### config.mk
export PLATFORM = sky130hd
export DESIGN_NAME = stream_upsizer
export DESIGN_NICKNAME = d
export VERILOG_FILES = /design/src/rtl/stream_upsizer.sv
export SDC_FILE = /design/constraint.sdc
export NUM_CORES = 1
export LEC_CHECK = 0
export ABC_AREA = 0
export BUFFER_PORTS_ARGS = -buffer_cell sky130_fd_sc_hd__clkbuf_2
export CAP_MARGIN = 20
export CORE_ASPECT_RATIO = 1.2
export CORE_MARGIN = 4
export CORE_UTILIZATION = 61
export CTS_CLUSTER_DIAMETER = 120
export CTS_CLUSTER_SIZE = 10
export DETAILED_ROUTE_END_ITERATION = 10
export PLACE_DENSITY = 0.92
export SETUP_SLACK_MARGIN = 0.05
export SLEW_MARGIN = 20
export SYNTH_ARGS = -nofsm -noshare
export SYNTH_HDL_FRONTEND = slang
export SYNTH_SLANG_ARGS = --single-unit
### constraint.sdc
create_clock -name clk_i -period 2.79 [get_ports clk_i]
set_input_delay 0.279 -clock clk_i [delete_from_list [all_inputs] [get_ports clk_i]]
set_output_delay 0.279 -clock clk_i [all_outputs]
set_load 0.05 [all_outputs]
### src/rtl/stream_upsizer.sv
// -----------------------------------------------------------------------------
// stream_upsizer
//
// Packs Ratio consecutive narrow beats (InWidth bits each) into one wide word
// (InWidth*Ratio bits). Lane 0 (LSBs) holds the first beat of a word. An early
// in_last_i flushes a partial word; unwritten lanes read 0 and out_keep_o marks
// the lanes that hold valid beats (always contiguous from lane 0).
//
// Both sides use valid/ready handshakes. A completed word goes straight into the
// output register when that register is free or draining. Otherwise the word is
// parked in the assembly register and the input is stalled until it moves out.
//
// Ports:
//   clk_i        in   clock, rising-edge active
//   reset_ni     in   asynchronous active-low reset
//   in_valid_i   in   input beat valid
//   in_ready_o   out  block can accept an input beat (registered: !pending)
//   in_data_i    in   [InWidth-1:0] input beat data
//   in_last_i    in   beat ends a packet
//   out_valid_o  out  output word valid
//   out_ready_i  in   consumer accepts output word
//   out_data_o   out  [InWidth*Ratio-1:0] packed word
//   out_keep_o   out  [Ratio-1:0] per-lane valid mask
//   out_last_o   out  word ends a packet
// -----------------------------------------------------------------------------
module stream_upsizer #(
    parameter int InWidth = 8,
    parameter int Ratio   = 4
) (
    input  logic                       clk_i,
    input  logic                       reset_ni,
    input  logic                       in_valid_i,
    output logic                       in_ready_o,
    input  logic [InWidth-1:0]         in_data_i,
    input  logic                       in_last_i,
    output logic                       out_valid_o,
    input  logic                       out_ready_i,
    output logic [InWidth*Ratio-1:0]   out_data_o,
    output logic [Ratio-1:0]           out_keep_o,
    output logic                       out_last_o
);

    localparam int WordW = InWidth * Ratio;
    localparam int IdxW  = (Ratio > 1) ? $clog2(Ratio) : 1;

    // Assembly side
    logic [WordW-1:0] r_asm_data;
    logic [Ratio-1:0] r_asm_keep;
    logic             r_asm_last;
    logic [IdxW-1:0]  r_idx;
    logic             r_pending;

    // Output register
    logic [WordW-1:0] r_out_data;
    logic [Ratio-1:0] r_out_keep;
    logic             r_out_last;
    logic             r_out_valid;

    // Word as it looks with the current beat merged into lane r_idx
    logic [WordW-1:0] w_word_data;
    logic [Ratio-1:0] w_word_keep;
    logic [Ratio-1:0] w_lane_sel;

    logic w_in_fire;
    logic w_at_last_lane;
    logic w_complete;
    logic w_out_free;
    logic w_drain_pending;
    logic w_load_direct;
    logic w_load_out;

    genvar gi;
    generate
        for (gi = 0; gi < Ratio; gi++) begin : g_lane
            assign w_lane_sel[gi] = (r_idx == IdxW'(gi));
            assign w_word_data[gi*InWidth +: InWidth] =
                w_lane_sel[gi] ? in_data_i : r_asm_data[gi*InWidth +: InWidth];
            assign w_word_keep[gi] = w_lane_sel[gi] | r_asm_keep[gi];
        end
    endgenerate

    assign w_in_fire       = in_valid_i & ~r_pending;
    assign w_at_last_lane  = (r_idx == IdxW'(Ratio - 1));
    assign w_complete      = w_in_fire & (w_at_last_lane | in_last_i);
    assign w_out_free      = ~r_out_valid | out_ready_i;
    // A pending word only exists while the output register is occupied, so
    // out_ready_i alone means the output slot drains this edge.
    assign w_drain_pending = r_pending & out_ready_i;
    // No beat is accepted while pending, so the two load sources are exclusive.
    assign w_load_direct   = w_complete & w_out_free;
    assign w_load_out      = w_drain_pending | w_load_direct;

    // Output register
    always_ff @(posedge clk_i or negedge reset_ni) begin
        if (!reset_ni) begin
            r_out_data  <= '0;
            r_out_keep  <= '0;
            r_out_last  <= 1'b0;
            r_out_valid <= 1'b0;
        end else begin
            if (w_drain_pending) begin
                r_out_data <= r_asm_data;
                r_out_keep <= r_asm_keep;
                r_out_last <= r_asm_last;
            end else if (w_load_direct) begin
                r_out_data <= w_word_data;
                r_out_keep <= w_word_keep;
                r_out_last <= in_last_i;
            end

            if (w_load_out) begin
                r_out_valid <= 1'b1;
            end else if (out_ready_i) begin
                r_out_valid <= 1'b0;
            end
        end
    end

    // Assembly register, lane index and pending flag
    always_ff @(posedge clk_i or negedge reset_ni) begin
        if (!reset_ni) begin
            r_asm_data <= '0;
            r_asm_keep <= '0;
            r_asm_last <= 1'b0;
            r_idx      <= '0;
            r_pending  <= 1'b0;
        end else begin
            if (w_drain_pending || w_load_direct) begin
                // Word handed to the output register: start a fresh one.
                r_asm_data <= '0;
                r_asm_keep <= '0;
                r_asm_last <= 1'b0;
                r_idx      <= '0;
                r_pending  <= 1'b0;
            end else if (w_complete) begin
                // Output slot busy: park the finished word here.
                r_asm_data <= w_word_data;
                r_asm_keep <= w_word_keep;
                r_asm_last <= in_last_i;
                r_idx      <= '0;
                r_pending  <= 1'b1;
            end else if (w_in_fire) begin
                r_asm_data <= w_word_data;
                r_asm_keep <= w_word_keep;
                r_idx      <= r_idx + IdxW'(1);
            end
        end
    end

    assign in_ready_o  = ~r_pending;
    assign out_valid_o = r_out_valid;
    assign out_data_o  = r_out_data;
    assign out_keep_o  = r_out_keep;
    assign out_last_o  = r_out_last;

endmodule

Word level (Yosys, flattened, before mapping)
Index checks and enable logic that the tools add are counted.

Register bits after elaboration: 78. Bits of input ports: 13. Output and inout bits: 39. Logic and storage cells: 57.

Add/subtract/negate cells: 1. Eq/ne operators: 3. Mux-type cells: 25. Bitwise gates (word level): 13. Reductions and logical operators: 6.

Operator list (count): $mux W32 (5); $mux W8 (4); $mux W4 (5); $mux W1 (8); $or A1 B1 Y1 (7); $mux W2 (3); $reduce_bool A2 Y1 (3); $and A1 B1 Y1 (4); $eq A2 B2 Y1 const B (2); $reduce_bool A3 Y1 (1); $add A2 B1 Y2 const B (1); $eq A2 B1 Y1 const B (1); $logic_not A2 Y1 (1); $not A1 Y1 (2); $logic_or A1 B1 Y1 (1).

Depth between registers and ports, before layout
Gate-level depths: netlist of the first run.

Depth after elaboration: 6. Gate-level depth with buffers: 6. Depth with buffers taken out: 5.

Worst setup path before layout of the first run
No wires, ideal clock.

Path type: flip-flop to flip-flop. Start: reg r_out_valid, in the netlist out_valid_o. End: reg r_out_data[10], in the netlist out_data_o[10]. Data arrival time: 1.618 ns. Path slack: 1.047 ns. Cell stages (with the launch flop): 5. Path buffers: 1. Cells stage by stage: dfrtp_1 > nor2_1 > a2bb2oi_4 > buf_6 > mux2_2.

Cells in the longest elaborated chain, start to end: 4.

Ends and longest elaborated chain: start: declaration (RTL line 57) `logic r_out_valid;`; start signal: assignment (RTL line 99) `r_out_valid <= 1'b0;`; start signal: assignment (RTL line 112) `r_out_valid <= 1'b1;`; start signal: assignment (RTL line 114) `r_out_valid <= 1'b0;`; $not A1 Y1 (RTL line 85) `assign w_out_free = ~r_out_valid | out_ready_i;`; $or A1 B1 Y1 (RTL line 85); $and A1 B1 Y1 (RTL line 90) `assign w_load_direct = w_complete & w_out_free;`; $reduce_bool A2 Y1 (no line); end signal: assignment (RTL line 102) `r_out_data <= r_asm_data;`; end signal: assignment (RTL line 106) `r_out_data <= w_word_data;`; end: declaration (RTL line 54) `logic [WordW-1:0] r_out_data;`.

No other way between the ends. A chain may end at the register's enable or synchronous reset.

Final worst setup path of the first run
Start: reg r_idx[0]. End: reg r_out_data[4], in the netlist out_data_o[4].

Cells in the longest elaborated chain, start to end: 5. Elaborated cells on any way between the ends: 9. Those cells by class: eq/ne (1); mux (3); bitwise (3); reduce/logical (2).

Ends and longest elaborated chain: start: declaration (RTL line 50) `logic [IdxW-1:0] r_idx;`; start signal: assignment (RTL line 145) `r_idx <= r_idx + IdxW'(1);`; $eq A2 B2 Y1 (RTL line 83) `assign w_at_last_lane = (r_idx == IdxW'(Ratio - 1));`; $or A1 B1 Y1 (RTL line 84) `assign w_complete = w_in_fire & (w_at_last_lane | in_last_i);`; $and A1 B1 Y1 (RTL line 84); $and A1 B1 Y1 (RTL line 90); $reduce_bool A2 Y1 (no line).

Several ways; a longest one is shown, not always the timed one. The select of a mux whose other input is x is not followed.

==> flow_summary.json, run 1 <==
{
  "final_core_util": 0.731,
  "fin_crit_sh": 0.813,
  "antenna_found_initial": 0,
  "grt_max_degree": 79,
  "coreArea_sq_um": 5780,
  "cap_violations": 0,
  "synthesis.area_sq_um": 3730,
  "ys.warnings.count": 0,
  "power_frac_clock": 0.221,
  "die_width_microns": 79.4,
  "syn_nets": 338,
  "cellPowerDensity_nw_per_um2": 1010,
  "r2r-start": "r_idx[0]",
  "yosys.area.top_type_share": 0.523,
  "slew_violations": 0,
  "critPathLaunchType": "flop",
  "pwr-share-seq": 0.375,
  "cp.required_ns": 3.03,
  "synth-async-reset-ratio": 1.00,
  "reg2reg_depth": 5,
  "num_rows": 30,
  "arrival_ns": 2.51,
  "drc": 0,
  "io_pins": 52,
  "cts_buffers": 9,
  "clockBufferDepth": 2,
  "r2r_setup_slack_ns": 0.52,
  "cts_tree": "done",
  "insertedDiodeCount": 0,
  "nets": 386,
  "hold_viol_final": 0,
  "cpMostUsedCell": "mux2_2",
  "synth_top_area_cell": "dfrtp_1",
  "antenna_left": 0,
  "vias": 2764,
  "ys_top_cells_by_area": "dfrtp_1 52%, mux2_2 20%, a21oi_1 5.1%",
  "relSlewSlack": 0.361,
  "dp_hpwl_mm": 5.04,
  "swShare": 0.413,
  "p_leak_uw": 0.00200,
  "synth_common_cells": "78 x dfrtp_1, 65 x mux2_2, 38 x a21oi_1",
  "clkTransAtPathRegs_ns": 0.08,
  "synth-seq-area-share": 0.523,
  "min_path_type": "primary input to async pin",
  "postCtsResizedCells": 0,
  "synth_ff_type": "dfrtp_1",
  "r2r-end": "out_data_o[4]",
  "critPathSlowestCell": "a21boi_2",
  "yosysMostFrequentCell": "dfrtp_1",
  "clk-insertion-delay-late_ns": 0.36,
  "slowest_delay_ns": 0.53,
  "postSynthCellCount": 321,
  "routabilityCongestion": 0.820,
  "cts_hold_buf": 0,
  "cp.buffers_inverters": 1,
  "detail_route.wl_per_cell_microns": 18.4,
  "port_buffers": 51,
  "cts_max_level": 3,
  "critPathTopFamily": "multiplexers",
  "tightest_slew_ns": 0.959,
  "crit_chain": "inv_1, ha_1, a21boi_2, mux2_2, mux2_2",
  "synth_edf_count": 0,
  "worstPathMaxFanout": 11,
  "drive_above_1_share": 0.386,
  "setup-violations-final": 0,
  "firstDrtPassIters": 5,
  "p_switching_uw": 1760,
  "outcome": "finished, final reports clean",
  "initial_utilization": 0.646,
  "grt_pass1_wl_mm": 13.9,
  "finClkSkew_ns": 0.0106,
  "vdd_drop_max_mv": 0.772,
  "die_area_sq_um": 7440,
  "grt_pass1_vias": 2811,
  "ys_types": 29,
  "timing.final.crit_period_ns": 2.27,
  "viasPerCell": 6.10,
  "area_growth_pct": 13.2,
  "cts-root-buf": "clkbuf_8",
  "drt-total-wl_mm": 8.32,
  "max_freq_mhz": 441,
  "combPwrFrac": 0.404,
  "avgSynthCellArea_sq_um": 11.6,
  "cts.sinks": 78,
  "synth-seq-cells": 78,
  "fillers": 424,
  "die_h_microns": 93.7,
  "fin_tns_setup_ns": 0,
  "crit_path_end_kind": "flop",
  "track_usage": 0.241,
  "rsz0062_at_grt": "false",
  "worstSetupPathType": "flop to flop",
  "post_cts_buffers": 0,
  "drtIter0Drc": 356,
  "grt_remaining_overflow": 0,
  "p_int_uw": 2510
}
-- cell usage in the layout, fill, tap and decap left out, types with 2 or more instances in the layout --
| cell | synthesis | routed |
|---|---|---|
| a21boi_2 | 2 | 2 |
| a21boi_4 | 2 | 2 |
| a21oi_1 | 38 | 38 |
| buf_4 | 5 | 7 |
| bufinv_16 | 0 | 2 |
| clkbuf_2 | 4 | 50 |
| clkbuf_8 | 0 | 11 |
| clkinv_2 | 0 | 2 |
| dfrtp_1 | 78 | 78 |
| ha_1 | 4 | 4 |
| inv_1 | 12 | 12 |
| mux2_2 | 65 | 65 |
| mux2_4 | 2 | 2 |
| mux2i_1 | 5 | 5 |
| nand2_1 | 4 | 4 |
| nand3_1 | 33 | 33 |
| nor2_1 | 10 | 10 |
| nor2b_1 | 2 | 2 |
| o21ai_0 | 34 | 34 |
-- cell type report --
type	instances	area [sq um]	share of cell area
Clock inverter	4	70.1	0.0166
Clock buffer	11	151	0.0358
Timing Repair Buffer	57	303	0.0716
Tap cell	80	100	0.0237
Inverter	12	45.0	0.0107
Multi-Input combinational cell	211	1610	0.380
Sequential cell	78	1950	0.462
-- power by group through the flow --
stage | Clock [uW] | Combinational (uW) | Sequential (uW)
floorplan | 0 | 649 | 2280
global placement | 0 | 1680 | 1600
detailed placement | 0 | 1710 | 1620
CTS | 950 | 1730 | 1600
global route | 995 | 1820 | 1650
finish | 943 | 1720 | 1600
-- worst max path at each step --
stage                           to  depth (start not counted)  slack, ns         from
floorplan           out_data_o[10]                          4       1.05  out_valid_o
global placement    out_data_o[14]                          5       0.63     r_idx[1]
detailed placement   out_data_o[4]                          5       0.56     r_idx[1]
CTS                  out_data_o[4]                          5       0.55     r_idx[1]
global route        out_data_o[13]                          5       0.42     r_idx[1]
finish               out_data_o[4]                          5       0.52     r_idx[0]
-- layer usage --
metal  vias to the layer above  GRT usage  wire length [microns]
met1                      1386      0.329                   3550
met5                         -          0                      0
met2                       122      0.373                   4040
met4                         0     0.0974                    183
met3                        22     0.0547                    544
li1                       1234          -                      -
-- flip-flops by register name, summed over array words and instances, names as in the netlist --
name / cells
r_asm_data: 32
out_keep_o: 4
out_valid_o: 1
r_asm_last: 1
r_idx: 2
r_asm_keep: 4
out_data_o: 32
out_last_o: 1
r_pending: 1
-- cell families (layout without fill, tap and decap cells) --
family,count (synthesis),count (layout),synth area share
buffers and inverters,32,84,0.0476
flip-flops,78,78,0.523
AND/OR/NAND/NOR,53,53,0.0697
multiplexers,72,72,0.217
AO/OA/AOI/OAI,82,82,0.129
adder cells (fa/ha/maj),4,4,0.0134
-- stage by stage --
step / hold slack [ns] / power, uW / worst slack (ns) / cell area, sq um / instances
floorplan: -0.0166 / 2930 / 1.05 / 3730 / 321
detailed placement: 0.485 / 3330 / 0.556 / 4010 / 438
finish: 0.0720 / 4270 / 0.521 / 4230 / 453
global placement: 0.478 / 3280 / 0.629 / 4010 / 438
global route: 0.156 / 4460 / 0.420 / 4230 / 453
CTS: 0.108 / 4280 / 0.547 / 4230 / 453
No activity file was read; power rests on OpenSTA's default activity.
==> run 2, diff against run 1 <==
--- a/config.mk
+++ b/config.mk
@@ -5,16 +5,16 @@
 export SDC_FILE = /design/constraint.sdc
 export NUM_CORES = 1
 export LEC_CHECK = 0
-export ABC_AREA = 0
+export ABC_AREA = 1
 export BUFFER_PORTS_ARGS = -buffer_cell sky130_fd_sc_hd__clkbuf_2
 export CAP_MARGIN = 20
 export CORE_ASPECT_RATIO = 1.2
 export CORE_MARGIN = 4
-export CORE_UTILIZATION = 61
+export CORE_UTILIZATION = 52
 export CTS_CLUSTER_DIAMETER = 120
 export CTS_CLUSTER_SIZE = 10
 export DETAILED_ROUTE_END_ITERATION = 10
-export PLACE_DENSITY = 0.92
+export PLACE_DENSITY = 0.84
 export SETUP_SLACK_MARGIN = 0.05
 export SLEW_MARGIN = 20
 export SYNTH_ARGS = -nofsm -noshare
==> constraint.sdc (replaced) <==
create_clock -name clk_i -period 2.05 [get_ports clk_i]
set_input_delay 0.205 -clock clk_i [delete_from_list [all_inputs] [get_ports clk_i]]
set_output_delay 0.205 -clock clk_i [all_outputs]
set_load 0.05 [all_outputs]
==> flow_summary.json, run 2 <==
{
  "outcome": "finished, final reports clean",
  "drive_above_1_share": 0.230,
  "vdd_drop_max_mv": 1.11,
  "drt-total-wl_mm": 8.15,
  "postSynthCellCount": 446,
  "grt_remaining_overflow": 0,
  "clk-insertion-delay-late_ns": 0.35,
  "max_freq_mhz": 572,
  "synth_top_area_cell": "dfrtp_1",
  "setup-violations-final": 0,
  "hold_viol_final": 0,
  "finClkSkew_ns": 0.00717,
  "nets": 512,
  "avgSynthCellArea_sq_um": 8.48,
  "clockBufferDepth": 2,
  "cts.sinks": 78,
  "p_switching_uw": 3840,
  "p_int_uw": 3800,
  "track_usage": 0.201,
  "synth_edf_count": 0,
  "p_leak_uw": 0.00236,
  "worstPathMaxFanout": 22,
  "ys_types": 20,
  "grt_max_degree": 46,
  "pwr-share-seq": 0.326,
  "firstDrtPassIters": 4,
  "synth_ff_type": "dfrtp_1",
  "drtIter0Drc": 175,
  "synth-seq-cells": 78,
  "fin_crit_sh": 0.852,
  "die_area_sq_um": 8710,
  "ys_top_cells_by_area": "dfrtp_1 52%, nand2_1 13%, o21ai_0 6.5%",
  "fin_tns_setup_ns": 0,
  "min_path_type": "primary input to flop",
  "cap_violations": 0,
  "synth-async-reset-ratio": 1.00,
  "detail_route.wl_per_cell_microns": 13.9,
  "timing.final.crit_period_ns": 1.75,
  "relSlewSlack": 0.648,
  "die_h_microns": 101,
  "coreArea_sq_um": 6940,
  "critPathLaunchType": "flop",
  "rsz0062_at_grt": "false",
  "final_common_cell": "nand2_1",
  "initial_utilization": 0.545,
  "power_frac_clock": 0.140,
  "slew_violations": 0,
  "antenna_found_initial": 0,
  "yosysMostFrequentCell": "nand2_1",
  "cts_max_level": 3,
  "yosys.area.top_type_share": 0.516,
  "place_area_sq_um": 4040,
  "syn_nets": 463,
  "io_pins": 52,
  "arrival_ns": 2.01,
  "drc": 0,
  "area_growth_pct": 11.9,
  "dp_cells": 570,
  "synth-seq-area-share": 0.516,
  "viasPerCell": 5.13,
  "antenna_left": 0,
  "port_buffers": 51,
  "num_rows": 33,
  "swShare": 0.503,
  "fin_cells": 587,
  "clkTransAtPathRegs_ns": 0.08,
  "dp_hpwl_mm": 5.63,
  "grt_pass1_vias": 2936,
  "die_width_microns": 85.9,
  "cts-root-buf": "clkbuf_8",
  "synth_common_cells": "130 x nand2_1, 78 x dfrtp_1, 49 x o21ai_0",
  "synthesis.area_sq_um": 3780,
  "insertedDiodeCount": 0,
  "whs_ns": 0.203,
  "grt_pass1_wl_mm": 13.7,
  "routabilityCongestion": 0.934,
  "worstSetupPathType": "flop to flop",
  "cts_tree": "done",
  "combPwrFrac": 0.533,
  "vias": 3012,
  "ys.warnings.count": 0,
  "postCtsResizedCells": 0,
  "design_area_sq_um": 4230,
  "cp.required_ns": 2.32,
  "tightest_slew_ns": 0.527,
  "crit_path_end_kind": "flop",
  "cts_buffers": 9,
  "cellPowerDensity_nw_per_um2": 1800,
  "final_cell_mix": "129 x nand2_1, 78 x dfrtp_1, 50 x clkbuf_2"
}
-- run 2: cell count changes after synthesis, moves of 5 or more --
| cell | previous run | this run |
|---|---|---|
| nand2_1 | 4 | 130 |
| mux2_2 | 65 | 0 |
| inv_1 | 12 | 47 |
| a21oi_1 | 38 | 9 |
| nor2_1 | 10 | 36 |
| o21ai_2 | 0 | 26 |
| nand3_1 | 33 | 13 |
| o21ai_0 | 34 | 49 |
| o21ai_1 | 1 | 16 |
| buf_6 | 4 | 14 |
| mux2i_1 | 5 | 0 |
-- run 2: what timing repair did --
item | CTS | global route
buffers inserted | 0 | 0
hold buffers | 1 | 0
endpoints found under the hold margin | 40 | 0
-- run 2: through the flow --
| step | power (uW) | worst slack (ns) | utilization |
|---|---|---|---|
| detailed placement | 6600 | 0.328 | 0.582 |
| finish | 7640 | 0.303 | 0.610 |
| global route | 8190 | 0.163 | 0.610 |
| floorplan | 5820 | 0.601 | - |
| global placement | 6460 | 0.451 | 0.582 |
| CTS | 7690 | 0.301 | 0.610 |
-- run 2: cell families (layout without fill, tap and decap cells) --
family	count (synthesis)	after routing	share of synthesized area
simple gates	190	190	0.205
compound gates	102	102	0.162
flops	78	78	0.516
buf+inv	72	126	0.104
fa+ha+maj	4	4	0.0132
-- run 2: final cells by class --
class / instances / area [sq um]
Multi-Input combinational cell: 296 / 1440
Sequential cell: 78 / 1950
Inverter: 49 / 184
Fill cell: 603 / 2700
Timing Repair Buffer: 61 / 360
Tap cell: 87 / 109
Clock inverter: 3 / 17.5
Clock buffer: 13 / 169
-- run 2: power by group through the flow --
stage          Sequential [uW]  Clock, uW  Combinational [uW]
6_report                  2490       1070                4070
2_1_floorplan             3690          0                2140
3_3_place_gp              2490          0                3970
3_5_place_dp              2520          0                4080
5_1_grt                   2560       1150                4480
4_1_cts                   2490       1090                4110
-- run 2: final timing paths --
check	startpoint	end	slack [ns]	cells after the start
min in group asynchronous	reset_ni	r_asm_data[7]	0.38	2
setup / recovery	r_idx[0]	out_data_o[3]	0.30	9
max in group asynchronous	reset_ni	out_data_o[24]	1.10	3
hold reg to reg	out_data_o[20]	out_data_o[20]	0.48	2
setup reg to reg	r_idx[0]	out_data_o[3]	0.30	9
hold / removal	in_last_i	r_asm_last	0.20	3
-- run 2: critical path, cell delays in order, from the launching register on --
cell,delay [ns]
dfrtp_1,0.41
ha_1,0.26
inv_2,0.06
nand2_1,0.06
nand2_1,0.13
nand2_1,0.08
nand2_2,0.19
buf_4,0.30
nand2_1,0.09
o21ai_1,0.09
-- run 2: routing by layer --
metal  vias up  GRT usage  wire length [microns]
met5         -          0                      0
met4         0      0.118                    247
met3        19     0.0301                    583
met2       100      0.326                   4030
met1      1394      0.256                   3290
li1       1499          -                      -
==> run 3, diff against run 2 <==
--- a/config.mk
+++ b/config.mk
@@ -8,7 +8,6 @@
 export ABC_AREA = 1
 export BUFFER_PORTS_ARGS = -buffer_cell sky130_fd_sc_hd__clkbuf_2
 export CAP_MARGIN = 20
-export CORE_ASPECT_RATIO = 1.2
 export CORE_MARGIN = 4
 export CORE_UTILIZATION = 52
 export CTS_CLUSTER_DIAMETER = 120
@@ -16,7 +15,7 @@
 export DETAILED_ROUTE_END_ITERATION = 10
 export PLACE_DENSITY = 0.84
 export SETUP_SLACK_MARGIN = 0.05
-export SLEW_MARGIN = 20
+export SLEW_MARGIN = 25
 export SYNTH_ARGS = -nofsm -noshare
 export SYNTH_HDL_FRONTEND = slang
 export SYNTH_SLANG_ARGS = --single-unit
==> constraint.sdc (replaced) <==
create_clock -name clk_i -period 2.05 [get_ports clk_i]
set_input_delay 0.205 -clock clk_i [delete_from_list [all_inputs] [get_ports clk_i]]
set_output_delay 0.205 -clock clk_i [all_outputs]
set_load 0.005 [all_outputs]
==> flow_summary.json, run 3 (synthesis results as in run 2) <==
{
  "outcome": "finished, final reports clean",
  "timing.final.crit_period_ns": 1.63,
  "hold_viol_final": 0,
  "critPathLaunchType": "flop",
  "clkTransAtPathRegs_ns": 0.08,
  "antenna_found_initial": 0,
  "crit_chain": "ha_1, inv_2, nand2_1, nand2_1, nand2_1, nand2_2, buf_4, nand2_1, o21ai_1",
  "vdd_drop_max_mv": 0.825,
  "place_area_sq_um": 4050,
  "cts.sinks": 78,
  "fin_crit_sh": 0.797,
  "final_common_cell": "nand2_1",
  "r2r_setup_slack_ns": 0.42,
  "grt_pass1_wl_mm": 13.8,
  "insertedDiodeCount": 0,
  "grt_max_degree": 49,
  "met3_usage": 0.0539,
  "crit_path_end_kind": "flop",
  "max_freq_mhz": 612,
  "fillers": 584,
  "whs_path_depth": 3,
  "detail_route.wl_per_cell_microns": 13.9,
  "reg2reg_depth": 9,
  "p_total_uw": 6710,
  "cp.required_ns": 2.32,
  "die_area_sq_um": 8700,
  "gr-max-usage-layer": "met2",
  "firstDrtPassIters": 5,
  "min_path_type": "primary input to flop",
  "initial_utilization": 0.545,
  "tightest_slew_ns": 0.574,
  "fin_cells": 596,
  "p_leak_uw": 0.00237,
  "antenna_left": 0,
  "final_cell_mix": "129 x nand2_1, 78 x dfrtp_1, 50 x clkbuf_2",
  "critPathTopFamily": "simple AND/OR/NAND/NOR gates",
  "gr-usage-met1": 0.262,
  "area_growth_pct": 13.5,
  "port_buffers": 51,
  "arrival_ns": 1.91,
  "cp.buffers_inverters": 2,
  "io_pins": 52,
  "use_met2": 0.326,
  "cp-startpoint": "r_idx[0]",
  "cts_max_level": 3,
  "clockBufferDepth": 2,
  "die_h_microns": 93.3,
  "cap_violations": 0,
  "grt_pass1_vias": 3027,
  "fin_tns_setup_ns": 0,
  "drt-total-wl_mm": 8.26,
  "cts_buffers": 9,
  "final_core_util": 0.619,
  "num_rows": 30,
  "dp_hpwl_mm": 5.51,
  "dp_cells": 579,
  "r2r-end": "out_data_o[0]",
  "slowest_delay_ns": 0.42,
  "routabilityCongestion": 0.821,
  "drc": 0,
  "rsz0062_at_grt": "false",
  "r2r-start": "r_idx[0]",
  "coreArea_sq_um": 6940,
  "critPathSlowestCell": "dfrtp_1",
  "track_usage": 0.205,
  "cp_num_cells": 9,
  "setup.worst_path.end": "out_data_o[0]",
  "relSlewSlack": 0.617,
  "slew_violations": 0,
  "drive_above_1_share": 0.230,
  "clk-insertion-delay-late_ns": 0.35,
  "worstPathMaxFanout": 25,
  "cts_tree": "done",
  "setup-violations-final": 0,
  "finClkSkew_ns": 0.00841,
  "cts-root-buf": "clkbuf_8",
  "grt_remaining_overflow": 0,
  "viasPerCell": 5.11,
  "die_width_microns": 93.3,
  "cellPowerDensity_nw_per_um2": 1560,
  "nets": 512,
  "cpMostUsedCell": "nand2_1",
  "worstSetupPathType": "flop to flop",
  "drtIter0Drc": 205,
  "vias": 3048,
  "design_area_sq_um": 4300
}
run 3: metrics by stage:
step                hold WS (ns)  worst slack [ns]
floorplan                -0.0906             0.601
global placement           0.228             0.480
detailed placement         0.234             0.423
CTS                        0.130             0.408
global route               0.151             0.230
finish                     0.142             0.416
run 3: power by group:
group,internal (uW),switching (uW),total (uW)
Sequential,2190,305,2490
Combinational,1070,1760,2840
Clock,807,571,1380
run 3: what timing repair did:
action                    CTS  global route
hold buffers                1             0
buffers inserted            0             0
hold endpoints to repair   42             0
gates resized for setup     0             0
run 3: cell type report:
cell class              count  area [sq um]  share of cell area
inverters                  49           184              0.0428
repair buffers             61           360              0.0839
well taps                  96           120              0.0280
multi-input cells         296          1440               0.336
clock buffers              10           128              0.0297
clock inverters             6           110              0.0256
flip-flops and latches     78          1950               0.454
run 3: worst min-delay path by stage:
stage / startpoint / to / slack [ns]
floorplan: reset_ni / out_data_o[0] / -0.09
global placement: reset_ni / out_data_o[10] / 0.23
detailed placement: reset_ni / out_data_o[9] / 0.23
CTS: in_last_i / r_asm_last / 0.13
global route: in_last_i / r_asm_last / 0.15
finish: in_last_i / r_asm_last / 0.14
run 3: metal layers:
metal,vias to the layer above,share of wire
met3,21,0.068
met1,1431,0.44
li1,1496,-
met2,100,0.47
met5,-,0
met4,0,0.023
run 3: worst min-delay path, cell delays in order:
cell	delay (ns)
clkbuf_2	0.09
inv_1	0.08
o31ai_1	0.08
